<file path="src/rtl/fetch_prefetch_unit.sv">
// Instruction fetch front end: issues sequential reads on the ir bus and
// buffers returned words in a small FIFO. Each buffered word is handed to
// decode together with its pc. A redirect flushes the FIFO and any in-flight
// responses, then restarts fetch at a new pc.
module fetch_prefetch_unit #(
    parameter int unsigned            pc_width   = 32,
    parameter int unsigned            inst_width = 32,
    parameter int unsigned            fifo_depth = 2,
    parameter logic [pc_width-1:0]    pc_init    = '0
) (
    input  logic                  clk,
    input  logic                  rst,
    output logic                  ir_addr_valid,
    input  logic                  ir_addr_ready,
    output logic [pc_width-1:0]   ir_addr,
    input  logic                  ir_data_valid,
    output logic                  ir_data_ready,
    input  logic [inst_width-1:0] ir_data,
    output logic                  inst_valid,
    input  logic                  inst_ready,
    output logic [inst_width-1:0] inst,
    output logic [pc_width-1:0]   inst_pc,
    input  logic                  redirect,
    input  logic [pc_width-1:0]   redirect_pc
);

    localparam int CW = $clog2(fifo_depth + 1);
    localparam int AW = (fifo_depth > 1) ? $clog2(fifo_depth) : 1;
    localparam logic [CW:0]       DEPTH_C = (CW + 1)'(fifo_depth);
    localparam logic [pc_width-1:0] PC_STEP = pc_width'(4);

    typedef enum logic [1:0] {
        STATE_RESET = 2'd0,
        STATE_IDLE  = 2'd1,
        STATE_FETCH = 2'd2
    } state_t;

    state_t                state_q;
    logic [pc_width-1:0]   fetch_pc_q;
    logic [pc_width-1:0]   head_pc_q;
    logic [CW-1:0]         count_q;
    logic [CW-1:0]         outstanding_q;
    logic [CW-1:0]         discard_q;
    logic [AW-1:0]         rd_ptr_q;
    logic [AW-1:0]         wr_ptr_q;
    logic [inst_width-1:0] mem_q [fifo_depth];

    logic                  fetching;
    logic                  redirect_act;
    logic                  addr_fire;
    logic                  data_fire;
    logic                  push;
    logic                  pop;
    logic [CW:0]           credit_used;
    logic [pc_width-1:0]   redirect_pc_al;
    logic [1:0]            unused_pc_lsbs;

    // Handshake decode: credit counts in-flight requests (discards included)
    // plus buffered words, so a returned word always has a FIFO slot.
    always_comb begin
        fetching       = (state_q == STATE_FETCH);
        redirect_act   = redirect && fetching;
        credit_used    = {1'b0, outstanding_q} + {1'b0, count_q};
        ir_addr_valid  = fetching && !redirect && (credit_used < DEPTH_C);
        ir_addr        = fetch_pc_q;
        ir_data_ready  = fetching;
        addr_fire      = ir_addr_valid && ir_addr_ready;
        data_fire      = ir_data_valid && ir_data_ready;
        push           = data_fire && !redirect_act && (discard_q == '0);
        inst_valid     = (count_q != '0) && !redirect;
        pop            = inst_valid && inst_ready;
        inst           = (count_q != '0) ? mem_q[rd_ptr_q] : '0;
        inst_pc        = head_pc_q;
        redirect_pc_al = {redirect_pc[pc_width-1:2], 2'b00};
        unused_pc_lsbs = redirect_pc[1:0];
    end

    // Control state: FSM, pcs, FIFO pointers and credit/discard counters.
    always_ff @(posedge clk or posedge rst) begin
        if (rst) begin
            state_q       <= STATE_RESET;
            fetch_pc_q    <= pc_init;
            head_pc_q     <= pc_init;
            count_q       <= '0;
            outstanding_q <= '0;
            discard_q     <= '0;
            rd_ptr_q      <= '0;
            wr_ptr_q      <= '0;
        end else begin
            case (state_q)
                STATE_RESET: state_q <= STATE_IDLE;
                STATE_IDLE:  state_q <= STATE_FETCH;
                default:     state_q <= STATE_FETCH;
            endcase

            if (redirect_act) begin
                // Everything still owed by the bus becomes a discard; the
                // response landing this cycle (if any) is dropped right here.
                count_q       <= '0;
                rd_ptr_q      <= '0;
                wr_ptr_q      <= '0;
                fetch_pc_q    <= redirect_pc_al;
                head_pc_q     <= redirect_pc_al;
                outstanding_q <= outstanding_q - CW'(data_fire);
                discard_q     <= outstanding_q - CW'(data_fire);
            end else begin
                if (addr_fire) begin
                    fetch_pc_q <= fetch_pc_q + PC_STEP;
                end
                outstanding_q <= outstanding_q + CW'(addr_fire) - CW'(data_fire);
                if (data_fire && (discard_q != '0)) begin
                    discard_q <= discard_q - CW'(1);
                end
                count_q <= count_q + CW'(push) - CW'(pop);
                if (push) begin
                    wr_ptr_q <= wr_ptr_q + AW'(1);
                end
                if (pop) begin
                    rd_ptr_q  <= rd_ptr_q + AW'(1);
                    head_pc_q <= head_pc_q + PC_STEP;
                end
            end
        end
    end

    // FIFO storage: data only, no reset needed since count gates visibility.
    always_ff @(posedge clk) begin
        if (push) begin
            mem_q[wr_ptr_q] <= ir_data;
        end
    end

    // Credit invariant: never more requests plus buffered words than slots.
    a_credit: assert property (@(posedge clk) disable iff (rst)
        ({1'b0, outstanding_q} + {1'b0, count_q}) <= DEPTH_C);

endmodule

</file>
<file path="config.mk">
export PLATFORM = sky130hd
export DESIGN_NAME = fetch_prefetch_unit
export DESIGN_NICKNAME = d
export VERILOG_FILES = /design/src/rtl/fetch_prefetch_unit.sv
export SDC_FILE = /design/constraint.sdc
export NUM_CORES = 1
export LEC_CHECK = 0
export CORE_MARGIN = 1
export CORE_UTILIZATION = 49
export DETAILED_ROUTE_END_ITERATION = 8
export MAX_ROUTING_LAYER = met4
export PLACE_DENSITY_LB_ADDON = 0.1
export SYNTH_ARGS = -nofsm -noshare
export SYNTH_HDL_FRONTEND = slang
export SYNTH_SLANG_ARGS = --single-unit
</file>
<file path="constraint.sdc">
create_clock -name clk -period 3.6 [get_ports clk]
set_input_delay 0.54 -clock clk [delete_from_list [all_inputs] [get_ports clk]]
set_output_delay 0.54 -clock clk [all_outputs]
set_load 0.02 [all_outputs]
</file>
==> results of run 1 <==
-- cell type report --
class,count,area [sq um]
Clock buffer,17,425
Clock inverter,15,155
Fill cell,961,3850
Inverter,17,63.8
Multi-Input combinational cell,391,2480
Sequential cell,134,3670
Tap cell,172,215
Timing Repair Buffer,172,1710
-- worst max-delay path, delay by kind of cell (launching register included) --
family,cells,cell delay [ns]
buffers and inverters,1,0.63
flip-flops,1,0.42
adder cells (fa/ha/maj),1,0.44
AND/OR/NAND/NOR,3,0.85
-- flip-flops by register name, summed over array words and instances (netlist names) --
register,cells
state_q,2
rd_ptr_q,1
ir_addr,30
discard_q,2
count_q,2
inst_pc,30
wr_ptr_q,1
outstanding_q,2
mem_q,64
-- through the flow --
step,cells,utilization (%)
after global placement,886,64.8
final,918,69.4
after detailed placement,886,64.8
after global routing,918,69.4
after floorplan,570,-
after CTS,918,69.4
-- placed cells by master, fill, tap and decap left out, drive strengths merged --
master         netlist  routed
nor3                14      14
nand3               23      23
o21ai               14      14
xnor2               47      47
clkdlybuf4s50        0     162
or3                  2       2
conb                 1       4
and4                 8       8
or2                  2       2
buf                 12      10
ha                   8       8
xor2                14      14
clkinvlp             0       3
nor4bb               1       1
inv                 16      19
and3                 8       8
o311a                1       1
clkbuf              16      17
edfxtp              64      64
a21oi               51      51
bufinv               0       2
nand2               30      30
fa                   1       1
a31oi                1       1
nor4                16      16
nand2b               1       1
and2                 7       7
dfrtp               70      70
mux2i               34      34
nand4               18      18
o211ai               1       1
nor2                74      74
o21ba                1       1
clkinv               1       8
nor3b                3       3
nor2b                1       1
nand3b               2       2
or4                  4       4
-- path summary, 6_finish.rpt --
kind / startpoint / to
worst max-delay path: count_q[0] / ir_addr_valid
worst min-delay path: outstanding_q[1] / outstanding_q[1]
worst max register to register: count_q[0] / outstanding_q[1]
worst min register to register: outstanding_q[1] / outstanding_q[1]
max in group asynchronous: rst / inst_pc[31]
min in group asynchronous: rst / ir_addr[7]
-- cell usage after synthesis (2+ instances only) --
| cell | n | area (sq um) |
|---|---|---|
| nor2_1 | 74 | 278 |
| dfrtp_1 | 70 | 1750 |
| edfxtp_1 | 64 | 1920 |
| a21oi_1 | 51 | 255 |
| xnor2_1 | 47 | 412 |
| mux2i_1 | 34 | 340 |
| nand2_1 | 30 | 113 |
| nand3_1 | 22 | 110 |
| nand4_1 | 17 | 106 |
| clkbuf_1 | 16 | 60.1 |
| inv_1 | 16 | 60.1 |
| nor4_1 | 16 | 100 |
| nor3_1 | 14 | 70.1 |
| o21ai_0 | 14 | 70.1 |
| xor2_1 | 14 | 123 |
| and3_1 | 8 | 50.1 |
| and4_1 | 8 | 70.1 |
| ha_1 | 8 | 100 |
| and2_1 | 7 | 43.8 |
| buf_1 | 5 | 18.8 |
| buf_4 | 5 | 37.5 |
| or4_1 | 4 | 30.0 |
| nor3b_1 | 3 | 22.5 |
| nand3b_1 | 2 | 15.0 |
| or3_1 | 2 | 12.5 |
-- routing by layer --
metal  wire (um)  up-vias  GRT usage (%)
met5           0        -              -
met4         286        0           10.4
met3         818       19           6.01
met2        7760      145           39.9
met1        6370     2400           29.2
li1            -     2355              -
-- cell families after synthesis --
kind of cell,count (synthesis)
compound gates,69
xor+xnor,61
fa+ha+maj,9
buf+inv,45
flops,134
mux,34
other cells,1
simple gates,214
-- power by group through the flow --
stage	combinational [mW]	sequential [mW]	clock, mW
2_1_floorplan	0.609	1.98	0
3_5_place_dp	1.21	1.94	0
5_1_grt	1.32	1.93	1.79
6_report	1.21	1.91	1.69
3_3_place_gp	1.18	1.93	0
4_1_cts	1.22	1.91	1.72
==> flow_metrics.py, run 1 <==
metrics = {
    "run_status": {
        "status": "completed",
    },
    "clocking": {
        "cts_setup_buffers": 0,
        "cts_max_path_buffers": 2,
        "cts_sinks": 134,
        "worst_skew_pair.late_latency_ns": 0.42,
        "cts.clk_slew.worst_paths_ns": 0.06,
        "cts_tree": "built",
        "numCtsBuffers": 17,
        "ctsHoldBuffers": 0,
        "cts_resized": 0,
        "clockRootBuffer": "clkbuf_16",
        "cts_max_level": 4,
    },
    "die": {
        "start_util_pct": 50.2,
        "die_area_sq_um": 13300,
        "io-pin-count": 169,
        "die_w_um": 116,
        "dieHeight_um": 116,
        "rows": 41,
        "core_sq_um": 12600,
    },
    "yosys": {
        "synthXorXnorAreaFrac_pct": 8.46,
        "yosysWarnings": 0,
        "synth_top_family_by_area": "simple AND/OR/NAND/NOR gates",
        "async_flop_share_pct": 52.2,
        "yosysSeqAreaShare_pct": 58.2,
        "syn_area_sq_um": 6310,
        "synth-simple-area-share_pct": 17.2,
        "syn-instance-count": 567,
        "synth-main-ff-cell": "dfrtp_1",
        "yosysUniqueCellTypes": 41,
        "synthMuxAreaShare_pct": 5.39,
        "synth_edf_count": 64,
        "syn_area_per_cell_sq_um": 11.1,
        "synth_seq_cells": 134,
        "synth_compound_area_share_pct": 5.69,
        "synthAdderAreaFrac_pct": 1.90,
    },
    "setup_path": {
        "r2r_slack_ns": 0.59,
        "cp-start-kind": "flop",
        "slowest_stage": "clkdlybuf4s50_1",
        "cp_common_cell": "and2_1",
        "cp_data_required_time_ns": 3.06,
        "slowest_delay_ns": 0.63,
        "setup.worst_path.class": "flop to output port",
        "path_cells": "and2_1, fa_1, nor3b_1, and2_1, clkdlybuf4s50_1",
        "cp_max_fo": 4,
        "critPathArrivalTime_ns": 2.76,
        "cp-end-kind": "output port",
        "reg2reg_depth": 12,
    },
    "power_and_ir_drop": {
        "p_comb_share_pct": 25.1,
        "p_switching_mw": 1.46,
        "clkPwrFrac_pct": 35.2,
        "seqPwrFrac_pct": 39.7,
        "power_density_nw_per_um2": 551,
        "p_int_mw": 3.35,
        "total_power_mw": 4.81,
        "swShare_pct": 30.4,
        "p_leak_nw": 3.14,
        "peakVddDrop_uv": 295,
    },
    "global_routing": {
        "antenna_found_initial": 0,
        "grt_pass1_wl_um": 23900,
        "grt_start_max_net_pins": 40,
        "grt_pass1_vias": 4755,
        "track_usage_pct": 24.6,
        "grt_overflow_total": 0,
    },
    "placed_design": {
        "preCtsSetupSlack_ns": 0.598,
        "gp_congestion": 0.888,
        "dp_hpwl_um": 10700,
        "portBuffers": 162,
        "placed_area_sq_um": 8140,
    },
    "timing": {
        "tns_ns": 0,
        "worst_slew_margin_rel_pct": 41.9,
        "rsz0062_at_grt": "false",
        "fmax_mhz": 303,
        "min_period_ns": 3.30,
        "final-hold-violation-count": 0,
        "period_share_pct": 91.6,
        "timing.clock.skew_ns": 0.00874,
        "drv_slew": 0,
        "worst_pin_slew_ns": 0.871,
        "hold_ws_ns": 0.551,
        "setup_viol": 0,
        "setup_slack_ns": 0.301,
    },
    "finish": {
        "area_growth_pct": 38.1,
        "finish.instance_area_sq_um": 8720,
        "layout.nets": 812,
        "drive_above_1_share_pct": 6.84,
        "num_antenna_cells": 0,
    },
    "detailed_routing": {
        "drcViolationCount": 0,
        "ant_nets": 0,
        "via_per_inst": 5.36,
        "vias": 4919,
        "firstDrtPassIters": 5,
        "wire_per_inst_um": 16.6,
        "drt_iter0_drc": 349,
        "wirelength_um": 15200,
    },
    "worst_hold_path": {
        "hold_depth": 1,
        "min-delay-path-class": "flop to flop",
    },
    "flow_run": {
        "cap_violations": 0,
    },
}
Note: power is estimated with default switching activity, not from simulation.
==> run 2, diff against run 1 <==
CORE_ASPECT_RATIO = 1.1   (was default)
CORE_UTILIZATION = 63   (was 49)
DONT_BUFFER_PORTS = 1   (was default)
==> run 2 against run 1 <==
Compared with the run above:
- design area is 19% lower
- count of clock-buffer cells in the layout stayed put
- die area is 22% lower
- critical path depth stayed put
- final cell count is 24% lower
- first-iteration DRC count is 37% lower
- clock power is 4% higher
- sequential cell count stayed put
- maximum frequency is 14% higher
- clock skew is 0.0018 ns lower
- highest routed layer unchanged
==> flow_metrics.py, run 2 (same netlist as run 1, synthesis figures left out) <==
metrics = {
    "detailed_routing": {
        "firstDrtPassIters": 5,
        "vias": 4358,
        "drcViolationCount": 0,
        "wirelength_um": 13700,
        "drt_iter0_drc": 220,
        "wire_per_inst_um": 19.6,
        "via_per_inst": 6.23,
        "ant_nets": 0,
    },
    "setup_path": {
        "cp_common_cell": "and2_1",
        "slowest_delay_ns": 0.44,
        "slowest_stage": "fa_1",
        "cp_num_buf_inv": 1,
        "cp_data_required_time_ns": 3.06,
        "cp.depth": 5,
        "cp-end-kind": "output port",
        "crit-reg2reg-launch": "count_q[0]",
        "setup.worst_path.class": "flop to output port",
        "crit_family": "simple AND/OR/NAND/NOR gates",
        "path_cells": "and2_1, fa_1, nor3b_1, and2_1, buf_4",
        "rr_endpoint": "outstanding_q[1]",
        "reg2reg_depth": 12,
        "cp_max_fo": 4,
        "r2r_slack_ns": 0.73,
        "critPathArrivalTime_ns": 2.36,
        "cp-start-kind": "flop",
    },
    "finish": {
        "top_register": "mem_q",
        "largest_reg_flops": 64,
        "layout_commonest_cell": "nor2_1",
        "area_growth_pct": 11.3,
        "final_cell_mix": "nor2_1 (71), dfrtp_1 (69), edfxtp_1 (64)",
        "num_antenna_cells": 0,
        "finish.instance_area_sq_um": 7030,
        "layout.nets": 649,
        "drive_above_1_share_pct": 8.40,
        "final_util_pct": 73.7,
    },
    "global_routing": {
        "use_met2_pct": 46.0,
        "grt_start_max_net_pins": 52,
        "use_met1_pct": 31.6,
        "grt_pass1_wl_um": 22100,
        "antenna_found_initial": 0,
        "grt_pass1_vias": 4321,
        "track_usage_pct": 28.4,
        "use_met3_pct": 11.2,
        "busiest_layer": "met2",
        "grt_overflow_total": 0,
    },
    "timing": {
        "drv_slew": 0,
        "tns_ns": 0,
        "timing.clock.skew_ns": 0.00695,
        "rsz0062_at_grt": "false",
        "hold_ws_ns": 0.106,
        "worst_slew_margin_rel_pct": 19.5,
        "min_period_ns": 2.90,
        "worst_pin_slew_ns": 1.21,
        "fmax_mhz": 345,
        "setup_viol": 0,
        "final-hold-violation-count": 0,
        "period_share_pct": 80.5,
    },
    "flow_run": {
        "cap_violations": 0,
    },
    "die": {
        "rows": 37,
        "dieHeight_um": 107,
        "die_w_um": 97.5,
        "die_area_sq_um": 10400,
        "io-pin-count": 169,
        "start_util_pct": 66.2,
        "core_sq_um": 9540,
    },
    "power_and_ir_drop": {
        "seqPwrFrac_pct": 45.0,
        "swShare_pct": 31.4,
        "p_leak_nw": 2.51,
        "power_density_nw_per_um2": 638,
        "p_comb_share_pct": 15.7,
        "p_switching_mw": 1.41,
        "total_power_mw": 4.49,
        "clkPwrFrac_pct": 39.3,
        "p_int_mw": 3.08,
        "peakVddDrop_uv": 435,
    },
    "clocking": {
        "cts_tree": "built",
        "clockRootBuffer": "clkbuf_8",
        "numCtsBuffers": 17,
        "cts_sinks": 134,
        "cts.clk_slew.worst_paths_ns": 0.06,
        "cts_max_path_buffers": 2,
        "cts_setup_buffers": 0,
        "cts_resized": 0,
        "cts_max_level": 4,
        "ctsHoldBuffers": 1,
        "worst_skew_pair.late_latency_ns": 0.53,
    },
    "run_status": {
        "status": "completed",
    },
    "placed_design": {
        "dp_hpwl_um": 9660,
        "placed_area_sq_um": 6410,
        "portBuffers": 0,
        "gp_congestion": 0.880,
    },
    "worst_hold_path": {
        "min-delay-path-class": "input pin to flop",
        "hold_depth": 0,
        "min_from": "ir_data[17]",
        "hold-path-endpoint": "mem_q[1][17]",
    },
}
==> run 2: cell count changes in the layout (fill, tap and decap cells not counted), sizes merged <==
cell / change
clkdlybuf4s50: -162
clkinv: -6
inv: +4
buf: -2
bufinv: +1
clkinvlp: +1
dlygate4sd3: +1
==> run 2: how the worst max path moves through the flow <==
| stage | start | to | slack (ns) |
|---|---|---|---|
| after global routing | count_q[0] | outstanding_q[1] | 0.51 |
| after detailed placement | count_q[0] | outstanding_q[1] | 0.74 |
| after global placement | count_q[0] | outstanding_q[1] | 0.83 |
| after floorplan | count_q[0] | outstanding_q[1] | 0.84 |
| after CTS | count_q[0] | ir_addr_valid | 0.69 |
| final | count_q[0] | ir_addr_valid | 0.70 |
==> run 2: power by group through the flow <==
stage / Combinational (mW) / Sequential (mW) / Clock [mW]
final: 0.706 / 2.02 / 1.76
after floorplan: 0.609 / 1.98 / 0
after global placement: 0.683 / 2.04 / 0
after global routing: 0.785 / 2.04 / 1.85
after detailed placement: 0.707 / 2.05 / 0
after CTS: 0.713 / 2.02 / 1.78
==> run 2: metal layers <==
layer,up-vias,part of all wire [%]
li1,2027,-
met1,2115,36
met2,190,51
met3,26,11
met4,0,2.2
met5,-,0
==> run 2: final cells by class <==
cell class	instances	area, sq um
clock buffers	17	414
clock inverters	15	193
repair buffers	9	70.1
inverters	17	63.8
fillers	669	2510
flip-flops and latches	134	3670
well taps	117	146
multi-input cells	391	2470
==> run 2: stage by stage <==
step | instances | setup slack (ns)
2_1_floorplan | 570 | 0.837
3_3_place_gp | 667 | 0.832
3_5_place_dp | 667 | 0.742
4_1_cts | 700 | 0.694
5_1_grt | 700 | 0.510
6_report | 700 | 0.702
